`src/rtl/reg_file_loader.sv`:
```
// rtl/reg_file_loader.sv - byte-stream to 32-bit register-file write master (optional LOADER_CHECKSUM_EN trailer check)
module reg_file_loader #(
  parameter int NUM_REGS = 16,
  parameter int ADDR_W   = 5
) (
  input  logic              clk_i,
  input  logic              reset_n,
  input  logic              start_i,
  input  logic [ADDR_W-1:0] base_addr_i,
  input  logic [ADDR_W-1:0] word_cnt_i,
  input  logic              byte_valid_i,
  input  logic [7:0]        byte_data_i,
  output logic              byte_ready_o,
  output logic              RegWrite_o,
  output logic [ADDR_W-1:0] RDaddr_o,
  output logic [31:0]       RDdata_o,
  output logic [3:0]        is_pos_o,
  output logic              busy_o,
  output logic              done_o,
  output logic              err_o
);

  typedef enum logic [2:0] {
    S_IDLE,
    S_PACK,
    S_WRITE,
`ifdef LOADER_CHECKSUM_EN
    S_CHK,
`endif
    S_DONE
  } state_e;

  localparam logic [ADDR_W:0] LIMIT = (ADDR_W+1)'(NUM_REGS);

  state_e            state_q, state_d;
  logic [ADDR_W-1:0] addr_q, addr_d;
  logic [ADDR_W-1:0] left_q, left_d;
  logic [1:0]        byte_cnt_q, byte_cnt_d;
  logic [31:0]       word_q, word_d;
  logic              err_q, err_d;
  logic              ready_q, ready_d;
  logic              wr_q, wr_d;
  logic [ADDR_W-1:0] rd_addr_q, rd_addr_d;
  logic [31:0]       rd_data_q, rd_data_d;
  logic [3:0]        pos_q, pos_d;
  logic              busy_q, busy_d;
  logic              done_q, done_d;
  logic              hs;
  logic [ADDR_W:0]   range_end;
`ifdef LOADER_CHECKSUM_EN
  logic [7:0]        sum_q, sum_d;
`endif

  // End of the requested range, one bit wider so it never wraps
  assign range_end = {1'b0, base_addr_i} + {1'b0, word_cnt_i};

  // State and output registers; every output comes straight from a flop
  always_ff @(posedge clk_i or negedge reset_n) begin
    if (!reset_n) begin
      state_q    <= S_IDLE;
      addr_q     <= '0;
      left_q     <= '0;
      byte_cnt_q <= '0;
      word_q     <= '0;
      err_q      <= 1'b0;
      ready_q    <= 1'b0;
      wr_q       <= 1'b0;
      rd_addr_q  <= '0;
      rd_data_q  <= '0;
      pos_q      <= '0;
      busy_q     <= 1'b0;
      done_q     <= 1'b0;
`ifdef LOADER_CHECKSUM_EN
      sum_q      <= '0;
`endif
    end else begin
      state_q    <= state_d;
      addr_q     <= addr_d;
      left_q     <= left_d;
      byte_cnt_q <= byte_cnt_d;
      word_q     <= word_d;
      err_q      <= err_d;
      ready_q    <= ready_d;
      wr_q       <= wr_d;
      rd_addr_q  <= rd_addr_d;
      rd_data_q  <= rd_data_d;
      pos_q      <= pos_d;
      busy_q     <= busy_d;
      done_q     <= done_d;
`ifdef LOADER_CHECKSUM_EN
      sum_q      <= sum_d;
`endif
    end
  end

  // Next-state logic; outputs are decoded from the next state so they line up with it
  always_comb begin
    state_d    = state_q;
    addr_d     = addr_q;
    left_d     = left_q;
    byte_cnt_d = byte_cnt_q;
    word_d     = word_q;
    err_d      = err_q;
`ifdef LOADER_CHECKSUM_EN
    sum_d      = sum_q;
`endif
    hs = byte_valid_i && ready_q;

    case (state_q)
      S_IDLE: begin
        if (start_i) begin
          addr_d     = base_addr_i;
          left_d     = word_cnt_i;
          byte_cnt_d = '0;
          word_d     = '0;
          err_d      = 1'b0;
`ifdef LOADER_CHECKSUM_EN
          sum_d      = '0;
`endif
          if (word_cnt_i == '0) begin
            state_d = S_DONE;
          end else if (range_end > LIMIT) begin
            err_d   = 1'b1;
            state_d = S_DONE;
          end else begin
            state_d = S_PACK;
          end
        end
      end
      S_PACK: begin
        if (hs) begin
          word_d     = {word_q[23:0], byte_data_i};
          byte_cnt_d = byte_cnt_q + 2'd1;
`ifdef LOADER_CHECKSUM_EN
          sum_d      = sum_q + byte_data_i;
`endif
          if (byte_cnt_q == 2'd3) state_d = S_WRITE;
        end
      end
      S_WRITE: begin
        left_d     = left_q - ADDR_W'(1);
        byte_cnt_d = '0;
        if (left_d == '0) begin
`ifdef LOADER_CHECKSUM_EN
          state_d = S_CHK;
`else
          state_d = S_DONE;
`endif
        end else begin
          addr_d  = addr_q + ADDR_W'(1);
          state_d = S_PACK;
        end
      end
`ifdef LOADER_CHECKSUM_EN
      S_CHK: begin
        if (hs) begin
          if (byte_data_i != sum_q) err_d = 1'b1;
          state_d = S_DONE;
        end
      end
`endif
      S_DONE:  state_d = S_IDLE;
      default: state_d = S_IDLE;
    endcase

    ready_d = (state_d == S_PACK);
`ifdef LOADER_CHECKSUM_EN
    if (state_d == S_CHK) ready_d = 1'b1;
`endif
    wr_d      = (state_d == S_WRITE);
    rd_addr_d = wr_d ? addr_d : '0;
    rd_data_d = wr_d ? word_d : '0;
    pos_d     = wr_d ? ~{word_d[31], word_d[23], word_d[15], word_d[7]} : 4'b0000;
    busy_d    = (state_d != S_IDLE);
    done_d    = (state_d == S_DONE);
  end

  assign byte_ready_o = ready_q;
  assign RegWrite_o   = wr_q;
  assign RDaddr_o     = rd_addr_q;
  assign RDdata_o     = rd_data_q;
  assign is_pos_o     = pos_q;
  assign busy_o       = busy_q;
  assign done_o       = done_q;
  assign err_o        = err_q;

endmodule

```
`config.mk`:
```
export PLATFORM = sky130hd
export DESIGN_NAME = reg_file_loader
export DESIGN_NICKNAME = d
export VERILOG_FILES = /design/src/rtl/reg_file_loader.sv
export SDC_FILE = /design/constraint.sdc
export NUM_CORES = 1
export LEC_CHECK = 0
export BUFFER_PORTS_ARGS = -buffer_cell sky130_fd_sc_hd__buf_2
export CAP_MARGIN = 10
export CORE_MARGIN = 4
export CORE_UTILIZATION = 40
export CTS_CLUSTER_DIAMETER = 40
export DETAILED_ROUTE_END_ITERATION = 10
export GPL_ROUTABILITY_DRIVEN = 0
export PLACE_DENSITY = 0.59
export SETUP_SLACK_MARGIN = 0.1
export SLEW_MARGIN = 5
export SYNTH_ARGS = -nofsm -noshare
export SYNTH_HDL_FRONTEND = slang
export SYNTH_SLANG_ARGS = --single-unit
```
`constraint.sdc`:
```
create_clock -name clk_i -period 2.4 [get_ports clk_i]
set_clock_uncertainty 0.15 [all_clocks]
set_input_delay 0 -clock clk_i [delete_from_list [all_inputs] [get_ports clk_i]]
set_output_delay 0 -clock clk_i [all_outputs]
set_load 0.03 [all_outputs]
```
# ---- Word-level counts from Yosys, hierarchy flattened
# Cells that the tools add are included.
dict set report word_totals {
  register_bits 93
  inputBits 22
  out_inout_bits 46
}
dict set report classes {
  add_sub_neg 4
  order_cmp 1
  n_eq_ne 8
  mux 23
  bitwise_logic 1
  reduce_logical 10
}
# op n
set op_table {}
lappend op_table {{2-to-1 mux 32 bit} 3}
lappend op_table {{one-hot mux 32 bit (2 select lines)} 1}
lappend op_table {{2-to-1 mux 5 bit} 4}
lappend op_table {{one-hot mux 5 bit (2 select lines)} 2}
lappend op_table {{logical NOT 5 bit} 2}
lappend op_table {{2-to-1 mux 2 bit} 5}
lappend op_table {{equality test 3 x 2 -> 1 bit (second input constant)} 3}
lappend op_table {{2-to-1 mux 3 bit} 3}
lappend op_table {{one-hot mux 3 bit (3 select lines)} 1}
lappend op_table {{adder 5 x 5 -> 6 bit} 1}
lappend op_table {{equality test 3 x 1 -> 1 bit (second input constant)} 2}
lappend op_table {{> comparator 6 x 5 -> 1 bit (second input constant)} 1}
lappend op_table {{one-hot mux 2 bit (3 select lines)} 1}
lappend op_table {{nonzero test 3 bit} 2}
lappend op_table {{adder 5 x 1 -> 5 bit (second input constant)} 1}
lappend op_table {{subtractor 5 x 1 -> 5 bit (second input constant)} 1}
lappend op_table {{2-to-1 mux 4 bit} 1}
lappend op_table {{!= test 2 bit (second input constant)} 2}
lappend op_table {{inverter 4 bit} 1}
lappend op_table {{AND reduction 2 bit} 2}
lappend op_table {{logical NOT 3 bit} 1}
lappend op_table {{AND reduction 3 bit} 1}
lappend op_table {{adder 2 x 1 -> 2 bit (second input constant)} 1}
lappend op_table {{equality test 2 bit (second input constant)} 1}
lappend op_table {{other kinds (3)} 4}

# ---- Longest topological paths before layout
dict set report depth {
  ltp_word 8
  mapped_depth 8
}

# ---- Worst setup path after synthesis
# Ideal clock, no wire load.
dict set report synth_path {
  path_type {flip-flop to flip-flop}
  start {reg left_q[0]}
  end {reg rd_addr_q[2], in the netlist RDaddr_o[2]}
  setup_ps 119
  arrival_time_ps 1823
  required_time_ps 2131
  slack_ps 308
  stages_incl_launch_ff 9
  synth_period_minus_slack_ps 2092
  cell_sequence {dfrtp_1 > inv_1 > ha_1 > nor2_1 > a32oi_2 > nor3b_4 > nor4b_2 > a311o_2 > and2_1}
}
dict set report synth_between {
  elab_cells_between_ends 8
  cone_classes {add/sub (1); eq/ne (1); mux (5); reduce/logical (1)}
}
# item line
set synth_lines {}
lappend synth_lines {{start, declared} 37} ;# logic [ADDR_W-1:0] left_q, left_d;
lappend synth_lines {{start signal, assigned} 79} ;# left_q <= left_d;
lappend synth_lines {{subtractor 5 x 1 -> 5 bit} 141} ;# left_d = left_q - ADDR_W'(1);
lappend synth_lines {{logical NOT 5 bit} 143} ;# if (left_d == '0) begin
lappend synth_lines {{2-to-1 mux 5 bit} 143}
lappend synth_lines {{one-hot mux 5 bit (2 select lines)} 109} ;# case (state_q)
lappend synth_lines {{named net addr_d[2]} 36} ;# logic [ADDR_W-1:0] addr_q, addr_d;
lappend synth_lines {{2-to-1 mux 5 bit} 171} ;# rd_addr_d = wr_d ? addr_d : '0;
lappend synth_lines {{named net rd_addr_d[2]} 43} ;# logic [ADDR_W-1:0] rd_addr_q, rd_addr_d;
lappend synth_lines {{end signal, assigned} 85} ;# rd_addr_q <= rd_addr_d;
lappend synth_lines {{end, declared} 43}
# The timed path passes the listed nets, and every way through them passes these cells.
# A chain may end at the register's enable or synchronous reset.

# ---- Worst setup path in the final report
dict set report layout_path {
  start {reg left_q[0]}
  end {reg addr_q[4]}
}
dict set report layout_between {
  elab_chain_len 4
}
# item line
set layout_lines {}
lappend layout_lines {{subtractor 5 x 1 -> 5 bit} 141}
lappend layout_lines {{logical NOT 5 bit} 143}
lappend layout_lines {{2-to-1 mux 5 bit} 143}
lappend layout_lines {{one-hot mux 5 bit (2 select lines)} 109}
lappend layout_lines {{named net addr_d[4]} 36}
lappend layout_lines {{end signal, assigned} 78} ;# addr_q <= addr_d;
lappend layout_lines {{end, declared} 36}
# The timed path passes the listed nets, and every way through them passes these cells.

==> metrics.cfg <==
[detailed_routing]
drc=0
vias=2721
ant_nets=0
vias_per_cell=4.929
wl_per_cell_um=14.16
dr.pass1.iters=4
drtIter0Drc=160
wirelength_mm=7.814

[power]
power_density_mw_per_mm2=706.6
p_sw_uw=929.0
internal_power_uw=2255
combPwrFrac_pct=17.5
p_leak_uw=0.002266
p_sw_share_pct=29.17
ir_worst_vdd_mv=0.4289
finalPower_uw=3184
pwr-share-clk_pct=31.3
p_seq_share_pct=51.2

[setup_path]
worstPathRequired_ns=2.48
setup.worst_path.end=addr_q[4]$_DFF_PN0_
rr_startpoint=left_q[0]$_DFFE_PN0P_
worstPathMaxFanout=7
crit_path_end_kind=register
worstReg2RegEnd=addr_q[4]$_DFF_PN0_
rr_worst_depth=8
startpoint_type=register
reg2reg_slack_ns=0.13
arrival_ns=2.35
setup.worst_path.start=left_q[0]$_DFFE_PN0P_
crit_type=reg2reg

[global_route]
globalRouteOverflowTotal=0
track_usage_pct=15.62
grt_first_pass_wirelength_mm=12.96
grt_pass1_vias=2690
grt_max_degree=51
antenna_found_initial=0

[flow_run]
cap_violations=0

[timing]
finalCritPeriodShare_pct=94.58
hold_viol_final=0
rsz0062_at_grt=true
slew_violations=0
tightestPinTransition_ns=0.5278
final.min_clock_period_ns=2.270
tns_ns=0
fmax_mhz=440.5
fin_ws_ns=0.1300
setup_violations=0
max_slew_margin_pct=64.81
fin_hold_ws_ns=0.009557

[die]
fp.dieH_um=102.8
core_area_mm2=0.008721
die-area_mm2=0.01057
row_count=34
start_util_pct=41.23
die_x_um=102.8
pin_count=68

[cts]
cts_inserted_buffers=9
clock_sinks=85
clk_pin_slew_worst_paths_ns=0.09
cts-root-buf=clkbuf_8
insertion_delay_ns=0.35
htreeDepth=3
cts_tree=yes
clk_path_buf_depth=2

[yosys]
yosys_warnings=0
synth_area_mm2=0.003596
yosysSeqAreaShare_pct=59.15
yosys_register_bits=85
syn_nets=384
avgSynthCellArea_um2=10.22
synth_cells=352
yosysUniqueCellTypes=42

[finish]
finalNonFillerCells=552
drive_gt1_share_pct=25.23
nets=472
area_growth_pct=25.33
diodes=0

[placed_design]
place_ws_ns=0.1405
hpwl_mm=5.064
dp_cells=514
portBuffers=67

[min_path]
hp-class=in2async

[status]
status=complete, no violations

kinds of logic after synthesis:
group,synth area share [%]
AND/OR/NAND/NOR,20.88
flip-flops,59.15
AO/OA/AOI/OAI,12.53
buffers and inverters,2.853
adder cells (fa/ha/maj),3.688
XOR/XNOR,0.4872
other,0.1043
multiplexers,0.3131
power groups by stage:
stage | combinational (uW) | sequential, uW | clock (uW)
after floorplan | 332 | 1640 | 0
after global placement | 481 | 1650 | 0
after detailed placement | 495 | 1650 | 0
after CTS | 519 | 1620 | 1030
after global routing | 633 | 1650 | 1090
final | 558 | 1630 | 996
layout make-up:
cell class                      instances  area, um^2
Timing Repair Buffer                   97       631.9
Clock buffer                            9       123.9
Inverter                                5       18.77
Sequential cell                        85        2128
Fill cell                             772        4214
Clock inverter                          6       70.07
Multi-Input combinational cell        242        1399
Tap cell                              108       135.1
per-stage QoR:
step | util (%) | area (um^2)
final | 51.68 | 4507
after global routing | 51.68 | 4507
after CTS | 50.90 | 4439
after detailed placement | 46.50 | 4055
after global placement | 46.50 | 4055
after floorplan | - | 3596
layer usage:
metal	global-route usage, %	up-vias	part of all wire (%)
met1	20.28	1286	44
li1	-	1354	-
met5	0	-	0
met3	4.330	19	4.8
met4	5.578	0	2.6
met2	25.22	62	48
repair_timing:
item                       CTS  global route
hold endpoints to repair   113             0
hold buffers                19             0
setup endpoints to repair    0             7
gates resized for setup      0            14
setup buffers                0             4
cells in the final DEF, fill, tap and decap left out, drive strengths merged, types with 11 or more instances in the layout:
cell type    Yosys  routed
dfrtp           85      85
a21oi           19      19
and2            33      33
buf              8      78
nor2            23      23
o21ai           38      38
dlygate4sd3      0      18
nand3           11      11
nand2           57      57
flip-flops by register name (all words and copies together), names as in the netlist:
| name | count |
|---|---|
| byte_ready_o | 1 |
| is_pos_o | 4 |
| busy_o | 1 |
| addr_q | 5 |
| RegWrite_o | 1 |
| byte_cnt_q | 2 |
| state_q | 3 |
| RDdata_o | 32 |
| RDaddr_o | 5 |
| err_o | 1 |
| done_o | 1 |
| word_q | 24 |
| left_q | 5 |
cell usage after synthesis (all sizes together):
library cell  instances  area [um^2]
a31oi                 2        12.51
a21o                  4        30.03
a21boi                1        7.510
buf                   8        38.78
o21ba                 1        10.01
nor2b                 3        18.77
clkbuf               12        45.04
or2                   1        6.260
and2                 33        206.5
nand2                57        214.0
nor3b                 2        26.28
nor2                 23        86.33
conb                  1        3.750
o21ai                38        190.2
nor3                  7        35.03
nand2b                4        25.02
o22ai                 5        31.28
a22oi                 1        7.510
xnor2                 1        8.760
xor2                  1        8.760
nand4                 1        6.260
o21a                  1        7.510
a211oi                2        15.01
dfrtp                85         2127
a22o                  1        8.760
and3                  2        12.51
inv                   5        18.77
mux2                  1        11.26
fa                    1        20.02
ha                    9        112.6
a32oi                 1        16.27
a21oi                19        95.09
a311o                 1        11.26
nor4b                 2        30.03
nand3                11        55.05
o21bai                1        7.510
and4b                 1        10.01
or3                   3        18.77
worst min-delay path by stage:
stage	end	from
after floorplan	RDaddr_o[0]$_DFF_PN0_	reset_n
after global placement	RDdata_o[31]$_DFF_PN0_	reset_n
after detailed placement	RDdata_o[31]$_DFF_PN0_	reset_n
after CTS	addr_q[1]$_DFF_PN0_	base_addr_i[1]
after global routing	RDdata_o[23]$_DFF_PN0_	reset_n
final	RDdata_o[31]$_DFF_PN0_	reset_n
worst max-delay path: stages, from the launching register on:
cell	delay [ns]
dfrtp_2	0.45
or3_4	0.38
a32oi_2	0.22
nor3b_4	0.07
buf_4	0.16
buf_4	0.14
or3_1	0.36
a21oi_1	0.15
a21oi_1	0.08
No activity file was read; power rests on OpenSTA's default activity.
